`src/rtl/io_timer_nch_pkg.sv`:
```
// Shared register-map constants and helpers for the multi-channel io timer.
package io_timer_pkg;

   typedef enum logic [1:0] {
      REG_CTRL     = 2'd0,
      REG_PRESCALE = 2'd1,
      REG_COMPARE  = 2'd2,
      REG_COUNT    = 2'd3
   } reg_sel_e;

   localparam int unsigned REGS_PER_CH = 4;

   localparam int unsigned CTRL_EN       = 0;
   localparam int unsigned CTRL_PERIODIC = 1;
   localparam int unsigned CTRL_IRQ_EN   = 2;

   // Largest window: 8 channels of 4 words plus STATUS.
   localparam int unsigned WIN_WORDS_MAX = 8 * REGS_PER_CH + 1;

   function automatic int unsigned status_off(input int unsigned n_ch);
      return REGS_PER_CH * n_ch;
   endfunction

   function automatic int unsigned win_words(input int unsigned n_ch);
      return REGS_PER_CH * n_ch + 1;
   endfunction

endpackage

```
`src/rtl/io_timer_nch_if.sv`:
```
// io-bus write/read port bundle including the read-data daisy chain.
interface io_timer_nch_if;
   logic        dma_io_we;
   logic [15:2] dma_io_wadr;
   logic [31:0] dma_io_wdata;
   logic [15:2] dma_io_radr;
   logic        dma_io_radr_en;
   logic [31:0] dma_io_rdata_in;
   logic [31:0] dma_io_rdata;

   modport master (
      output dma_io_we, dma_io_wadr, dma_io_wdata,
      output dma_io_radr, dma_io_radr_en, dma_io_rdata_in,
      input  dma_io_rdata
   );

   modport slave (
      input  dma_io_we, dma_io_wadr, dma_io_wdata,
      input  dma_io_radr, dma_io_radr_en, dma_io_rdata_in,
      output dma_io_rdata
   );
endinterface

```
`src/rtl/io_timer_nch_chan.sv`:
```
// One timer channel: CTRL/PRESCALE/COMPARE/COUNT registers, prescaler,
// counter and a single-cycle compare-match pulse.
module io_timer_chan
   import io_timer_pkg::*;
#(
   parameter int unsigned CNT_W = 32,
   parameter int unsigned PRE_W = 16
) (
   input  logic             clk,
   input  logic             rst_n,
   input  logic             i_wr,
   input  reg_sel_e         i_sel,
   input  logic [31:0]      i_wdata,
   output logic             o_en,
   output logic             o_periodic,
   output logic             o_irq_en,
   output logic [PRE_W-1:0] o_prescale,
   output logic [CNT_W-1:0] o_compare,
   output logic [CNT_W-1:0] o_count,
   output logic             o_match
);

   logic             r_en, r_periodic, r_irq_en;
   logic [PRE_W-1:0] r_prescale, r_pre_cnt;
   logic [CNT_W-1:0] r_compare, r_count;

   logic             w_tick, w_match, w_en_nxt;
   logic [PRE_W-1:0] w_pre_nxt;
   logic [CNT_W-1:0] w_count_nxt;

   assign w_tick  = r_en && (r_pre_cnt == r_prescale);
   assign w_match = w_tick && (r_count == r_compare);

   // Bus writes are applied last so they override tick effects.
   always_comb begin
      w_en_nxt = r_en;
      if (w_match && !r_periodic) w_en_nxt = 1'b0;
      if (i_wr && i_sel == REG_CTRL) w_en_nxt = i_wdata[CTRL_EN];

      w_count_nxt = r_count;
      if (w_tick) w_count_nxt = w_match ? (r_periodic ? '0 : r_count) : r_count + CNT_W'(1);
      if (i_wr && i_sel == REG_COUNT) w_count_nxt = i_wdata[CNT_W-1:0];

      w_pre_nxt = '0;
      if (r_en && w_en_nxt && !w_tick) w_pre_nxt = r_pre_cnt + PRE_W'(1);
   end

   always_ff @(posedge clk or negedge rst_n) begin
      if (!rst_n) begin
         r_en       <= 1'b0;
         r_periodic <= 1'b0;
         r_irq_en   <= 1'b0;
         r_prescale <= '0;
         r_pre_cnt  <= '0;
         r_compare  <= '0;
         r_count    <= '0;
      end else begin
         r_en      <= w_en_nxt;
         r_pre_cnt <= w_pre_nxt;
         r_count   <= w_count_nxt;
         if (i_wr) begin
            case (i_sel)
               REG_CTRL: begin
                  r_periodic <= i_wdata[CTRL_PERIODIC];
                  r_irq_en   <= i_wdata[CTRL_IRQ_EN];
               end
               REG_PRESCALE: r_prescale <= i_wdata[PRE_W-1:0];
               REG_COMPARE:  r_compare  <= i_wdata[CNT_W-1:0];
               default: ;
            endcase
         end
      end
   end

   assign o_en       = r_en;
   assign o_periodic = r_periodic;
   assign o_irq_en   = r_irq_en;
   assign o_prescale = r_prescale;
   assign o_compare  = r_compare;
   assign o_count    = r_count;
   assign o_match    = w_match;

endmodule

```
`src/rtl/io_timer_nch.sv`:
```
// N-channel compare timer on the io-bus: address decode, W1C STATUS,
// registered read mux and read-data chain pass-through.
module io_timer_nch
   import io_timer_pkg::*;
#(
   parameter int unsigned N_CH     = 4,
   parameter int unsigned CNT_W    = 32,
   parameter int unsigned PRE_W    = 16,
   parameter logic [15:0] BASE_ADR = 16'hC400
) (
   input  logic             clk,
   input  logic             rst_n,
   io_timer_nch_if.slave    bus,
   output logic [N_CH-1:0]  irq,
   output logic             irq_any
);

   localparam logic [13:0]  BASE_W     = BASE_ADR[15:2];
   localparam int unsigned  WIN        = win_words(N_CH);
   localparam int unsigned  STATUS_OFF = status_off(N_CH);

   logic [13:0]     w_woff, w_roff;
   logic            w_wr_hit, w_rd_hit, w_wr_status;
   logic [N_CH-1:0] w_wr_ch, w_w1c, w_match;
   reg_sel_e        w_wr_sel;

   logic            w_en [N_CH];
   logic            w_periodic [N_CH];
   logic [N_CH-1:0] w_irq_en;
   logic [PRE_W-1:0] w_prescale [N_CH];
   logic [CNT_W-1:0] w_compare [N_CH];
   logic [CNT_W-1:0] w_count [N_CH];

   logic [N_CH-1:0] r_pending;
   logic            r_hit_q;
   logic [31:0]     r_rdata_q;
   logic [31:0]     w_rsel;

   // Offsets below the base wrap to large values and fall outside the window.
   assign w_woff      = bus.dma_io_wadr - BASE_W;
   assign w_roff      = bus.dma_io_radr - BASE_W;
   assign w_wr_hit    = bus.dma_io_we && (w_woff < 14'(WIN));
   assign w_rd_hit    = w_roff < 14'(WIN);
   assign w_wr_status = w_wr_hit && (w_woff == 14'(STATUS_OFF));
   assign w_wr_sel    = reg_sel_e'(w_woff[1:0]);
   assign w_w1c       = w_wr_status ? bus.dma_io_wdata[N_CH-1:0] : '0;

   for (genvar g = 0; g < N_CH; g++) begin : g_ch
      assign w_wr_ch[g] = w_wr_hit && (w_woff[13:2] == 12'(g));

      io_timer_chan #(
         .CNT_W (CNT_W),
         .PRE_W (PRE_W)
      ) u_chan (
         .clk        (clk),
         .rst_n      (rst_n),
         .i_wr       (w_wr_ch[g]),
         .i_sel      (w_wr_sel),
         .i_wdata    (bus.dma_io_wdata),
         .o_en       (w_en[g]),
         .o_periodic (w_periodic[g]),
         .o_irq_en   (w_irq_en[g]),
         .o_prescale (w_prescale[g]),
         .o_compare  (w_compare[g]),
         .o_count    (w_count[g]),
         .o_match    (w_match[g])
      );
   end

   always_comb begin
      w_rsel = '0;
      if (w_roff == 14'(STATUS_OFF)) begin
         w_rsel[N_CH-1:0] = r_pending;
      end else begin
         for (int unsigned c = 0; c < N_CH; c++) begin
            if (w_roff[13:2] == 12'(c)) begin
               case (reg_sel_e'(w_roff[1:0]))
                  REG_CTRL: begin
                     w_rsel[CTRL_EN]       = w_en[c];
                     w_rsel[CTRL_PERIODIC] = w_periodic[c];
                     w_rsel[CTRL_IRQ_EN]   = w_irq_en[c];
                  end
                  REG_PRESCALE: w_rsel[PRE_W-1:0] = w_prescale[c];
                  REG_COMPARE:  w_rsel[CNT_W-1:0] = w_compare[c];
                  default:      w_rsel[CNT_W-1:0] = w_count[c];
               endcase
            end
         end
      end
   end

   // A new match outranks a same-cycle W1C of that bit.
   always_ff @(posedge clk or negedge rst_n) begin
      if (!rst_n) begin
         r_pending <= '0;
         r_hit_q   <= 1'b0;
         r_rdata_q <= '0;
      end else begin
         r_pending <= (r_pending & ~w_w1c) | w_match;
         if (bus.dma_io_radr_en) begin
            r_hit_q   <= w_rd_hit;
            r_rdata_q <= w_rsel;
         end
      end
   end

   assign bus.dma_io_rdata = r_hit_q ? r_rdata_q : bus.dma_io_rdata_in;
   assign irq              = r_pending & w_irq_en;
   assign irq_any          = |irq;

endmodule

```
`src/flat_wrapper.sv`:
```
// flat-port wrapper written by rule: the top's interface ports become plain ports
module io_timer_nch_flat import io_timer_pkg::*;
#(
   parameter int unsigned N_CH     = 4,
   parameter int unsigned CNT_W    = 32,
   parameter int unsigned PRE_W    = 16,
   parameter logic [15:0] BASE_ADR = 16'hC400
)
  (clk, rst_n, irq, irq_any, bus_dma_io_we, bus_dma_io_wadr, bus_dma_io_wdata, bus_dma_io_radr, bus_dma_io_radr_en, bus_dma_io_rdata_in, bus_dma_io_rdata);
  io_timer_nch_if bus_i ();
  input  logic clk;
  input  logic rst_n;
  output logic [N_CH-1:0] irq;
  output logic irq_any;
  input wire logic [$bits(bus_i.dma_io_we)-1:0] bus_dma_io_we;
  input wire logic [$bits(bus_i.dma_io_wadr)-1:0] bus_dma_io_wadr;
  input wire logic [$bits(bus_i.dma_io_wdata)-1:0] bus_dma_io_wdata;
  input wire logic [$bits(bus_i.dma_io_radr)-1:0] bus_dma_io_radr;
  input wire logic [$bits(bus_i.dma_io_radr_en)-1:0] bus_dma_io_radr_en;
  input wire logic [$bits(bus_i.dma_io_rdata_in)-1:0] bus_dma_io_rdata_in;
  output wire logic [$bits(bus_i.dma_io_rdata)-1:0] bus_dma_io_rdata;
  assign bus_i.dma_io_we = bus_dma_io_we;
  assign bus_i.dma_io_wadr = bus_dma_io_wadr;
  assign bus_i.dma_io_wdata = bus_dma_io_wdata;
  assign bus_i.dma_io_radr = bus_dma_io_radr;
  assign bus_i.dma_io_radr_en = bus_dma_io_radr_en;
  assign bus_i.dma_io_rdata_in = bus_dma_io_rdata_in;
  assign bus_dma_io_rdata = bus_i.dma_io_rdata;
  io_timer_nch #(.N_CH(N_CH), .CNT_W(CNT_W), .PRE_W(PRE_W), .BASE_ADR(BASE_ADR)) u_core (.clk(clk), .rst_n(rst_n), .bus(bus_i), .irq(irq), .irq_any(irq_any));
endmodule
```
`config.mk`:
```
export PLATFORM = sky130hd
export DESIGN_NAME = io_timer_nch_flat
export DESIGN_NICKNAME = d
export VERILOG_FILES = /design/src/rtl/io_timer_nch_pkg.sv /design/src/rtl/io_timer_nch_if.sv /design/src/rtl/io_timer_nch_chan.sv /design/src/rtl/io_timer_nch.sv /design/src/flat_wrapper.sv
export SDC_FILE = /design/constraint.sdc
export NUM_CORES = 1
export LEC_CHECK = 0
export CORE_MARGIN = 10
export CORE_UTILIZATION = 55
export CTS_CLUSTER_DIAMETER = 30
export CTS_CLUSTER_SIZE = 10
export DETAILED_ROUTE_END_ITERATION = 8
export PLACE_DENSITY_LB_ADDON = 0.12
export SETUP_SLACK_MARGIN = 0.3
export SLEW_MARGIN = 15
export SYNTH_ARGS = -nofsm -noshare
export SYNTH_HDL_FRONTEND = slang
export SYNTH_SLANG_ARGS = --single-unit
```
`constraint.sdc`:
```
create_clock -name clk -period 4.9 [get_ports clk]
set_input_delay 1.47 -clock clk [delete_from_list [all_inputs] [get_ports clk]]
set_output_delay 1.47 -clock clk [all_outputs]
set_load 0.005 [all_outputs]
```
# ---- Word-level counts from Yosys, hierarchy flattened
# Cells that the tools add are included.
dict set report totals {
  regBits 433
  input_bits 96
  wordCells 189
}
dict set report op_classes {
  n_eq_ne 25
  addsub 10
  n_mux 49
  n_lt_le_gt_ge 2
  bitwise_logic 4
  reduce_logical 68
}
# op n
set ops {}
lappend ops {{2-to-1 mux 32 bit} 22}
lappend ops {{one-hot mux 13 bit (3 select lines)} 4}
lappend ops {{adder 32 x 1 -> 32 bit, second input constant} 4}
lappend ops {{equality test 32 bit} 4}
lappend ops {{one-hot mux 16 bit (2 select lines)} 4}
lappend ops {{adder 16 x 1 -> 16 bit, second input constant} 4}
lappend ops {{equality test 16 bit} 4}
lappend ops {{2-to-1 mux 16 bit} 4}
lappend ops {{equality test 12 x 2 -> 1 bit, second input constant} 4}
lappend ops {{one-hot mux 3 bit (3 select lines)} 4}
lappend ops {{logical AND 1 bit} 34}
lappend ops {{AND reduction 2 bit} 16}
lappend ops {{equality test 14 x 5 -> 1 bit, second input constant} 2}
lappend ops {{less-than comparator 14 x 5 -> 1 bit, second input constant} 2}
lappend ops {{2-to-1 mux 28 bit} 1}
lappend ops {{subtractor 14 bit, second input constant} 2}
lappend ops {{equality test 12 x 1 -> 1 bit, second input constant} 2}
lappend ops {{zero test 12 bit} 2}
lappend ops {{inequality test 3 x 2 -> 1 bit, second input constant} 4}
lappend ops {{AND 4 bit} 2}
lappend ops {{zero test 1 bit} 8}
lappend ops {{2-to-1 mux 1 bit} 8}
lappend ops {{2-to-1 mux 4 bit} 2}
lappend ops {{nonzero test 2 bit} 4}
lappend ops {{other kinds (7)} 11}

# ---- Logic depth before layout (Yosys ltp)
dict set report depth {
  ltp_word 13
  ltp_mapped 10
  depth_no_buf 8
}

# ---- Hierarchy
# A second synthesis with hierarchy kept.
dict set report unflattened {
  hier_cells 2699
  hier_area_um2 26397.8
}
# module area_per_inst_um2 seq_area_each_um2 cells_per_inst n_inst
set by_module_without_submodules {}
lappend by_module_without_submodules {{io_timer_chan (u_core.g_ch[0].u_chan ...)} 5363.9 2477.4 540 3}
lappend by_module_without_submodules {{io_timer_chan (u_core.g_ch[1].u_chan)} 5351.4 2477.4 544 1}
lappend by_module_without_submodules {io_timer_nch 4954.8 925.9 535 1}

# ---- Least setup slack after synthesis
# No wires, ideal clock.
dict set report synth_path {
  kind {input to register}
  startpoint {in bus_dma_io_wadr[6]}
  endpoint {reg u_core.g_ch[1].u_chan.r_count[25]}
  setup_slack_ps 1332
  arrival_time_ps 3442
  setup_time_ps 126
  stages 9
  path_cell_list {or4b_4 -> nor4_4 -> and4_1 -> buf_2 -> nand3b_1 -> or2_1 -> buf_2 -> o21ai_1 -> a221o_1}
}
dict set report synth_between {
  elab_chain_cells 7
  elab_cells_between_ends 10
  cone_classes {1 x add/sub; 1 x order compare; 2 x eq/ne; 1 x mux; 5 x reduce/logical}
}
# element line_no
set synth_lines {}
lappend synth_lines {{start: declaration} flat_wrapper.sv:16} ;# input wire logic [$bits(bus_i.dma_io_wadr)-1:0] bus_dma_io_wadr;
lappend synth_lines {{subtractor 14 bit *} io_timer_nch.sv:40} ;# assign w_woff = bus.dma_io_wadr - BASE_W;
lappend synth_lines {{less-than comparator 14 x 5 -> 1 bit} io_timer_nch.sv:42} ;# assign w_wr_hit = bus.dma_io_we && (w_woff < 14'(WIN));
lappend synth_lines {{logical AND 1 bit} io_timer_nch.sv:42}
lappend synth_lines {{logical AND 1 bit *} io_timer_nch.sv:49} ;# assign w_wr_ch[g] = w_wr_hit && (w_woff[13:2] == 12'(g));
lappend synth_lines {{logical AND 1 bit *} io_timer_nch_chan.sv:42} ;# if (i_wr && i_sel == REG_COUNT) w_count_nxt = i_wdata[CNT_W-1:0];
lappend synth_lines {{inequality test 3 x 2 -> 1 bit (no source line) or nonzero test 2 bit (tied branches)} -}
lappend synth_lines {{AND reduction 2 bit (no source line)} -}
lappend synth_lines {{end signal: assignment} io_timer_nch_chan.sv:60} ;# r_count <= w_count_nxt;
lappend synth_lines {{end: declaration} io_timer_nch_chan.sv:25} ;# logic [CNT_W-1:0] r_compare, r_count;
# Every way passes the cells marked *; elsewhere a longest branch is shown, timed or not.
# A chain may end at the register's enable or synchronous reset.

# ---- Final worst setup path
dict set report layout_path {
  startpoint {reg u_core.r_hit_q}
  endpoint {out bus_dma_io_rdata[21]}
}
dict set report layout_between {
  elab_chain_cells 1
}
# element line_no
set layout_lines {}
lappend layout_lines {{start: declaration} io_timer_nch.sv:35} ;# logic r_hit_q;
lappend layout_lines {{start signal: assignment} io_timer_nch.sv:101} ;# r_hit_q <= w_rd_hit;
lappend layout_lines {{2-to-1 mux 32 bit} io_timer_nch.sv:107} ;# assign bus.dma_io_rdata = r_hit_q ? r_rdata_q : bus.dma_io_rdata_in;
lappend layout_lines {{end: declaration} flat_wrapper.sv:21} ;# output wire logic [$bits(bus_i.dma_io_rdata)-1:0] bus_dma_io_rdata;
# No other way between the ends.

==> summary.txt <==
I/O Buffers -> 132
synth warn -> 0
vias in the first global route -> 22663
# fillers -> 3602
Clk Tree Root Cell -> clkbuf_16
CTS tree -> done
fmax -> 0.242 GHz
first-pass GRT wire length -> 145000 um
drt drc -> 0
global route overflow -> 0
final setup vio count -> 0
IO Count -> 133
crit-path max FO -> 33
initial DRC count -> 2923
Synth Flop Type -> dfrtp_1
area leader, netlist -> dfrtp_1
Post-synth EDFFs -> 0
post-synth top area share -> 41.5%
HPWL Detailed -> 69600 um
cts bufs inserted -> 111
clk buf depth -> 3
Post-CTS Setup Bufs -> 0
Initial Util -> 55.8%
Vias -> 23223
max-slew violation count -> 0
main area contributors after synthesis -> dfrtp_1 42%, mux2_2 11%, xor2_1 5.6%, nand2_1 3.3%, xnor2_1 3.3%
Post-Syn Nets -> 2764
post-layout net count -> 2899
share of layout cells above drive strength 1 -> 19.8%
P&R area growth vs syn -> 22.6%
CP startpoint -> u_core.r_hit_q
hold path cells -> 1
Mapped Avg Cell Area -> 9.81 um2
Setup CP Type -> reg -> out
Worst Reg-to-Reg Cells -> 7
reg-to-reg critical path startpoint -> u_core.g_ch[3].u_chan.o_count[5]
Vias per Instance -> 6.64
Synth async-reset ratio -> 100%
CP Launch Type -> flop
setup skew after layout -> 0.0196 ns
Max VDD drop -> 285 uV
worst-margin pin slew -> 1.29 ns
status -> finished clean
hold wc startpoint -> u_core.r_rdata_q[6]
Resized Gates After CTS -> 0
Post-DRT Antenna Nets -> 0
Max-cap violations -> 0
relative slew slack -> 13.7%
final wirelength -> 98200 um
Clock Sinks -> 433
CTS H-tree lvls -> 3
most frequent cell after synthesis -> dfrtp_1
Core ar. -> 46800 um2
top cells by count, synth -> 433 x dfrtp_1, 255 x mux2_2, 232 x nand2_1
final hold violation count -> 0
drt first pass iters -> 6
hold slack -> 0.485 ns
DR WL/cell -> 28.1 um
largest net degree at the start of global routing -> 98
hold crit path type -> reg -> reg
Total GRT Usage -> 34.0%
GPL Wtd Cong -> 1.02
Clk pin slew, worst setup/hold paths -> 0.05 ns
Die Y -> 238 um
Tcrit/Tclk final -> 84.2%
PwrDens -> 390 nW/um2
P_leak -> 14.6 nW
initial antenna violation count -> 9
RSZ-0062 raised after global routing -> false
arrival time worst endpoint -> 2.66 ns
CTS Hold Buffers Added -> 0
Min Clock Period, post-route -> 4.13 ns
Seq cells post-synth -> 433
die area -> 56600 um2
Synth cell types -> 87
Worst Path Required -> 3.43 ns
Mapped Cells -> 2660
register area share after synthesis -> 41.5%
setup TNS -> 0 ns
die width -> 238 um
Mapped Area -> 26100 um2
clk_lat worst skew -> 0.66 ns
CP endpoint kind -> output port
Rows -> 79
## power by group
part           switching, W  internal, W  leakage (nW)
clock               0.00229      0.00541          1.95
combinational      0.000633     0.000338          6.82
sequential         0.000136      0.00365          5.87
## per-layer routing
metal	routed length [um]	share of wire, %	vias to the layer above	global-route usage, %
met3	9770	9.9	308	8.54
met2	44700	45	1352	52.9
met5	46	0.047	-	0
met4	5730	5.8	6	18.6
met1	38000	39	11577	43.0
li1	-	-	9980	-
## cell usage in the layout, fill, tap and decap left out, drive strengths merged, types with 9 or more instances in the layout
| master | synthesis | final |
|---|---|---|
| a211oi | 12 | 12 |
| a21o | 28 | 28 |
| a21oi | 75 | 75 |
| a221o | 12 | 12 |
| a221oi | 29 | 29 |
| a22oi | 42 | 42 |
| a32oi | 10 | 10 |
| and2 | 26 | 26 |
| and3 | 47 | 47 |
| buf | 41 | 74 |
| bufinv | 0 | 17 |
| clkbuf | 138 | 154 |
| clkdlybuf4s50 | 0 | 127 |
| clkinv | 0 | 25 |
| dfrtp | 433 | 433 |
| inv | 84 | 87 |
| mux2 | 255 | 255 |
| mux2i | 76 | 76 |
| mux4 | 13 | 13 |
| nand2 | 232 | 232 |
| nand3 | 129 | 129 |
| nand4 | 41 | 41 |
| nor2 | 142 | 142 |
| nor2b | 9 | 9 |
| nor3 | 44 | 44 |
| nor4 | 55 | 55 |
| o211ai | 36 | 36 |
| o21a | 23 | 23 |
| o21ai | 148 | 148 |
| o22ai | 25 | 25 |
| o31a | 11 | 11 |
| o31ai | 14 | 14 |
| or2 | 11 | 11 |
| or3 | 19 | 19 |
| or4 | 12 | 12 |
| xnor2 | 98 | 98 |
| xor2 | 167 | 167 |
## critical path, stage by stage (launching register included)
cell and delay [ns]:
dfrtp_2 1.08, mux2_2 0.42, clkdlybuf4s50_1 0.46
## state kept, by name, indices dropped and copies added, names as in the netlist
| signal | count |
|---|---|
| u_core.g_ch.u_chan.o_en | 4 |
| u_core.g_ch.u_chan.o_periodic | 4 |
| u_core.r_hit_q | 1 |
| u_core.r_rdata_q | 32 |
| u_core.g_ch.u_chan.o_irq_en | 4 |
| u_core.g_ch.u_chan.o_prescale | 64 |
| u_core.g_ch.u_chan.o_compare | 128 |
| u_core.g_ch.u_chan.o_count | 128 |
| u_core.r_pending | 4 |
| u_core.g_ch.u_chan.r_pre_cnt | 64 |
## layout make-up
class,instances,area [um2],share of cell area [%]
clock inverter,52,763,2.39
tap,607,759,2.37
antenna,1,2.50,0.00782
inverter,84,315,0.985
clock buffer,154,3220,10.1
multi-input combinational,1964,14200,44.4
timing repair buffer,201,1880,5.88
sequential,433,10800,33.9
## metrics by stage
stage	total power (W)	utilization, %	cells	setup WS (ns)	area (um2)
floorplan	0.00426	-	2660	1.33	26100
global placement	0.00477	59.9	3289	0.562	28000
detailed placement	0.00477	59.9	3289	0.520	28000
CTS	0.0125	68.4	3495	0.807	32000
global route	0.0128	68.4	3495	0.730	32000
finish	0.0125	68.4	3496	0.773	32000
## path summary, 6_finish.rpt
path / endpoint / slack [ns]
max: bus_dma_io_rdata[21] / 0.77
min: u_core.r_rdata_q[6] / 0.48
max reg2reg: u_core.g_ch[3].u_chan.o_count[14] / 1.27
min reg2reg: u_core.r_rdata_q[6] / 0.48
max in group asynchronous: u_core.g_ch[1].u_chan.r_pre_cnt[3] / 2.94
min in group asynchronous: u_core.r_rdata_q[25] / 0.87
## logic make-up after synthesis
kind of cell	Yosys count	share of synthesized area, %
buffers and inverters	263	4.04
and+or+nand+nor	809	15.6
DFF	433	41.5
adders and majority gates	8	0.384
muxes	344	15.0
xor gates and xnor gates	265	8.89
AOI/OAI and AO/OA	538	14.5
Note: power is estimated with default switching activity, not from simulation.
==> patch, RTL diff (same settings) <==
Reset style: synchronous (`rst_n`), changed in 2 clocked blocks.
--- a/src/rtl/io_timer_nch_chan.sv
+++ b/src/rtl/io_timer_nch_chan.sv
@@ -46,5 +46,5 @@
    end
 
-   always_ff @(posedge clk or negedge rst_n) begin
+   always_ff @(posedge clk) begin
       if (!rst_n) begin
          r_en       <= 1'b0;
--- a/src/rtl/io_timer_nch.sv
+++ b/src/rtl/io_timer_nch.sv
@@ -91,5 +91,5 @@
 
    // A new match outranks a same-cycle W1C of that bit.
-   always_ff @(posedge clk or negedge rst_n) begin
+   always_ff @(posedge clk) begin
       if (!rst_n) begin
          r_pending <= '0;
Check against the original RTL: differs if rst_n is asserted again (counterexample within 4 cycles, from zero or initial values and one cycle with rst_n low); with rst_n held inactive, the same outputs for 4 cycles.
==> patch against the original RTL <==
Design area decreased by 7.6%. Worst setup slack lost 0.042 ns. Clock skew up 0.0057 ns. Synthesized area shrank 7.4%. First-iteration DRC count grew 9.5%. Wire length fell by 2.7%. Critical endpoint is now bus_dma_io_rdata[3]. Sequential cell count unchanged. Largest cell class unchanged. Non-clock buffer count fell by 7. Register-to-register slack worse by 0.14 ns. Die area shrank 6.8%.
Power is not compared: it rests on default switching activity, and its combinational part moved more than twofold at a synthesized area within 25%.
==> patch: results (changes against the original RTL) <==
| Metric | Value |
|---|---|
| CP max FO | 1 (was 33) |
| Slowest stage delay, CP | 0.46 ns (was 1.08 ns) |
| Ys flop type | dfxtp_1 (was dfrtp_1) |
| Pleak | roughly 10 nW |
| Seq/Total Area, Yosys | 35.88% (was 41.52%) |
| Post-CTS Setup Bufs | 0 (unchanged) |
| Hold Path End | u_core.r_rdata_q[23] (was u_core.r_rdata_q[6]) |
| Vias in the first global route | 22,578 (was 22,663) |
| First-pass GRT wire length | 141.6 mm (was 145.4 mm) |
| Hold Crit Start | u_core.r_rdata_q[23] (was u_core.r_rdata_q[6]) |
| WL final | 95.53 mm (was 98.22 mm) |
| Syn Inst Count | 3,028 (was 2,660) |
| PostCTS Resize Cnt | 0 (unchanged) |
| Slowest-stage cell, CP | clkdlybuf4s50_1 (was dfrtp_2) |
| Placed cell count | 3,581 (was 3,289) |
| CP arrival | 2.70 ns (was 2.66 ns) |
| Reg2Reg Depth | 8 (was 7) |
| Top post-synthesis cells by area | dfxtp_1 (36%), nand2_1 (9.3%), xnor2_1 (7.8%), a21oi_1 (6.9%), xor2_1 (3.9%) (was dfrtp_1 (42%), mux2_2 (11%), xor2_1 (5.6%), nand2_1 (3.3%), xnor2_1 (3.3%)) |
| Via count | 24,066 (was 23,223) |
| Routability cong. | 0.9815 (was 1.022) |
| Clk_lat worst skew | 0.66 ns (about the same) |
| All-Layer GR Usage | 34.74% (was 34.01%) |
| Post-synth top cells | nand2_1 (598), dfxtp_1 (433), a21oi_1 (332), xnor2_1 (214), nor2_1 (208) (was dfrtp_1 (433), mux2_2 (255), nand2_1 (232), xor2_1 (167), nor2_1 (142)) |
| Clock Skews | 0.02528 ns (was 0.01957 ns) |
| DP Worst Slack | 0.3714 ns (was 0.5197 ns) |
| Setup slack, reg-to-reg | 1.13 ns (was 1.27 ns) |
| Initial antenna violation count | 1 (was 9) |
| Post-DP HPWL | 67.61 mm (was 69.62 mm) |
| Final net count | 3,208 (was 2,899) |
| Distinct cells, synth | 81 (was 87) |
| Ant. Diodes | 0 (was 1) |
| Clock transition at path regs | 0.04 ns |
| Post-Layout Cell Count | 3,777 (was 3,496) |
| Num CTS Buffers | 106 (was 111) |
| R2r startpoint | u_core.g_ch[1].u_chan.o_count[3] (was u_core.g_ch[3].u_chan.o_count[5]) |
| Pin count of the biggest net entering global routing | 86 (was 98) |
| DR pass1 iterations | 8 (was 6) |
| Slew HR | 11.19% (was 13.69%) |
| Synth Net Count | 3,132 (was 2,764) |
| Top-count cell post-synth | nand2_1 (was dfrtp_1) |
| Reg2reg end | u_core.g_ch[1].u_chan.r_pre_cnt[12] (was u_core.g_ch[3].u_chan.o_count[14]) |
| Clock Tree Root | clkbuf_16 (unchanged) |
| Ys async rst share | 0% (was 100.0%) |
| WHS | 0.4431 ns (was 0.4847 ns) |
| Layout cells sized above 1 | 11.75% (was 19.77%) |
| Status | finished clean (unchanged) |
| Number of DRC markers in iteration 0 | 3,201 (was 2,923) |
==> patch: cell count changes in the layout (fill, tap and decap cells not counted), sizes merged, moves of 30 or more <==
cell,delta
dfxtp,+433
nor2,+67
xor2,-60
nand3,-36
nand4,+31
mux2,-203
o211ai,-30
o21ai,-58
nand2,+366
a21oi,+259
dfrtp,-433
xnor2,+116
inv,-55
==> patch: worst max path at each step <==
stage / slack [ns] / depth (start not counted) / from / to
finish: 0.73 / 3 / bus_dma_io_rdata_in[3] / bus_dma_io_rdata[3]
global route: 0.68 / 3 / u_core.r_hit_q / bus_dma_io_rdata[18]
CTS: 0.73 / 3 / bus_dma_io_rdata_in[3] / bus_dma_io_rdata[3]
detailed placement: 0.37 / 9 / bus_dma_io_wadr[12] / u_core.g_ch[3].u_chan.o_count[13]
global placement: 0.39 / 9 / bus_dma_io_wadr[12] / u_core.g_ch[3].u_chan.o_count[13]
floorplan: 1.40 / 10 / bus_dma_io_wadr[6] / u_core.g_ch[3].u_chan.o_count[13]
==> patch: worst max-delay path: cells and delay by family <==
kind / cells / cell delay [ns]
buf+inv: 2 / 0.92
mux: 1 / 0.30
==> patch: area by class of cell <==
type                            instances  area (um^2)
Clock inverter                         67        943.4
Inverter                               29        116.4
Tap cell                              585        732.0
Multi-Input combinational cell       2340        14450
Fill cell                            3578        13710
Sequential cell                       433         8668
Timing Repair Buffer                  194         1793
Clock buffer                          129         2859
==> patch: power breakdown <==
group,internal (W),leakage (nW),switching (W)
clock network,0.00521,1.84,0.00224
logic,0.000164,5.02,0.000317
registers,0.00354,3.49,0.00000588
==> patch: cell families after synthesis <==
logic type	synth area share (%)
xor+xnor	11.64
flops	35.88
compound gates	16.03
fa+ha+maj	0.4143
mux	8.254
buf+inv	4.412
simple gates	23.38
==> patch: per-layer routing <==
metal	global-route usage, %	routed length (um)
met1	45.79	38040
met2	52.51	42320
met3	7.515	9929
met4	18.08	5233
met5	0	0
==> patch: metrics by stage <==
stage,area (um^2),total power (W)
floorplan,24160,0.003815
global placement,25750,0.004064
detailed placement,25750,0.004065
CTS,29560,0.01148
global route,29560,0.01172
finish,29560,0.01147
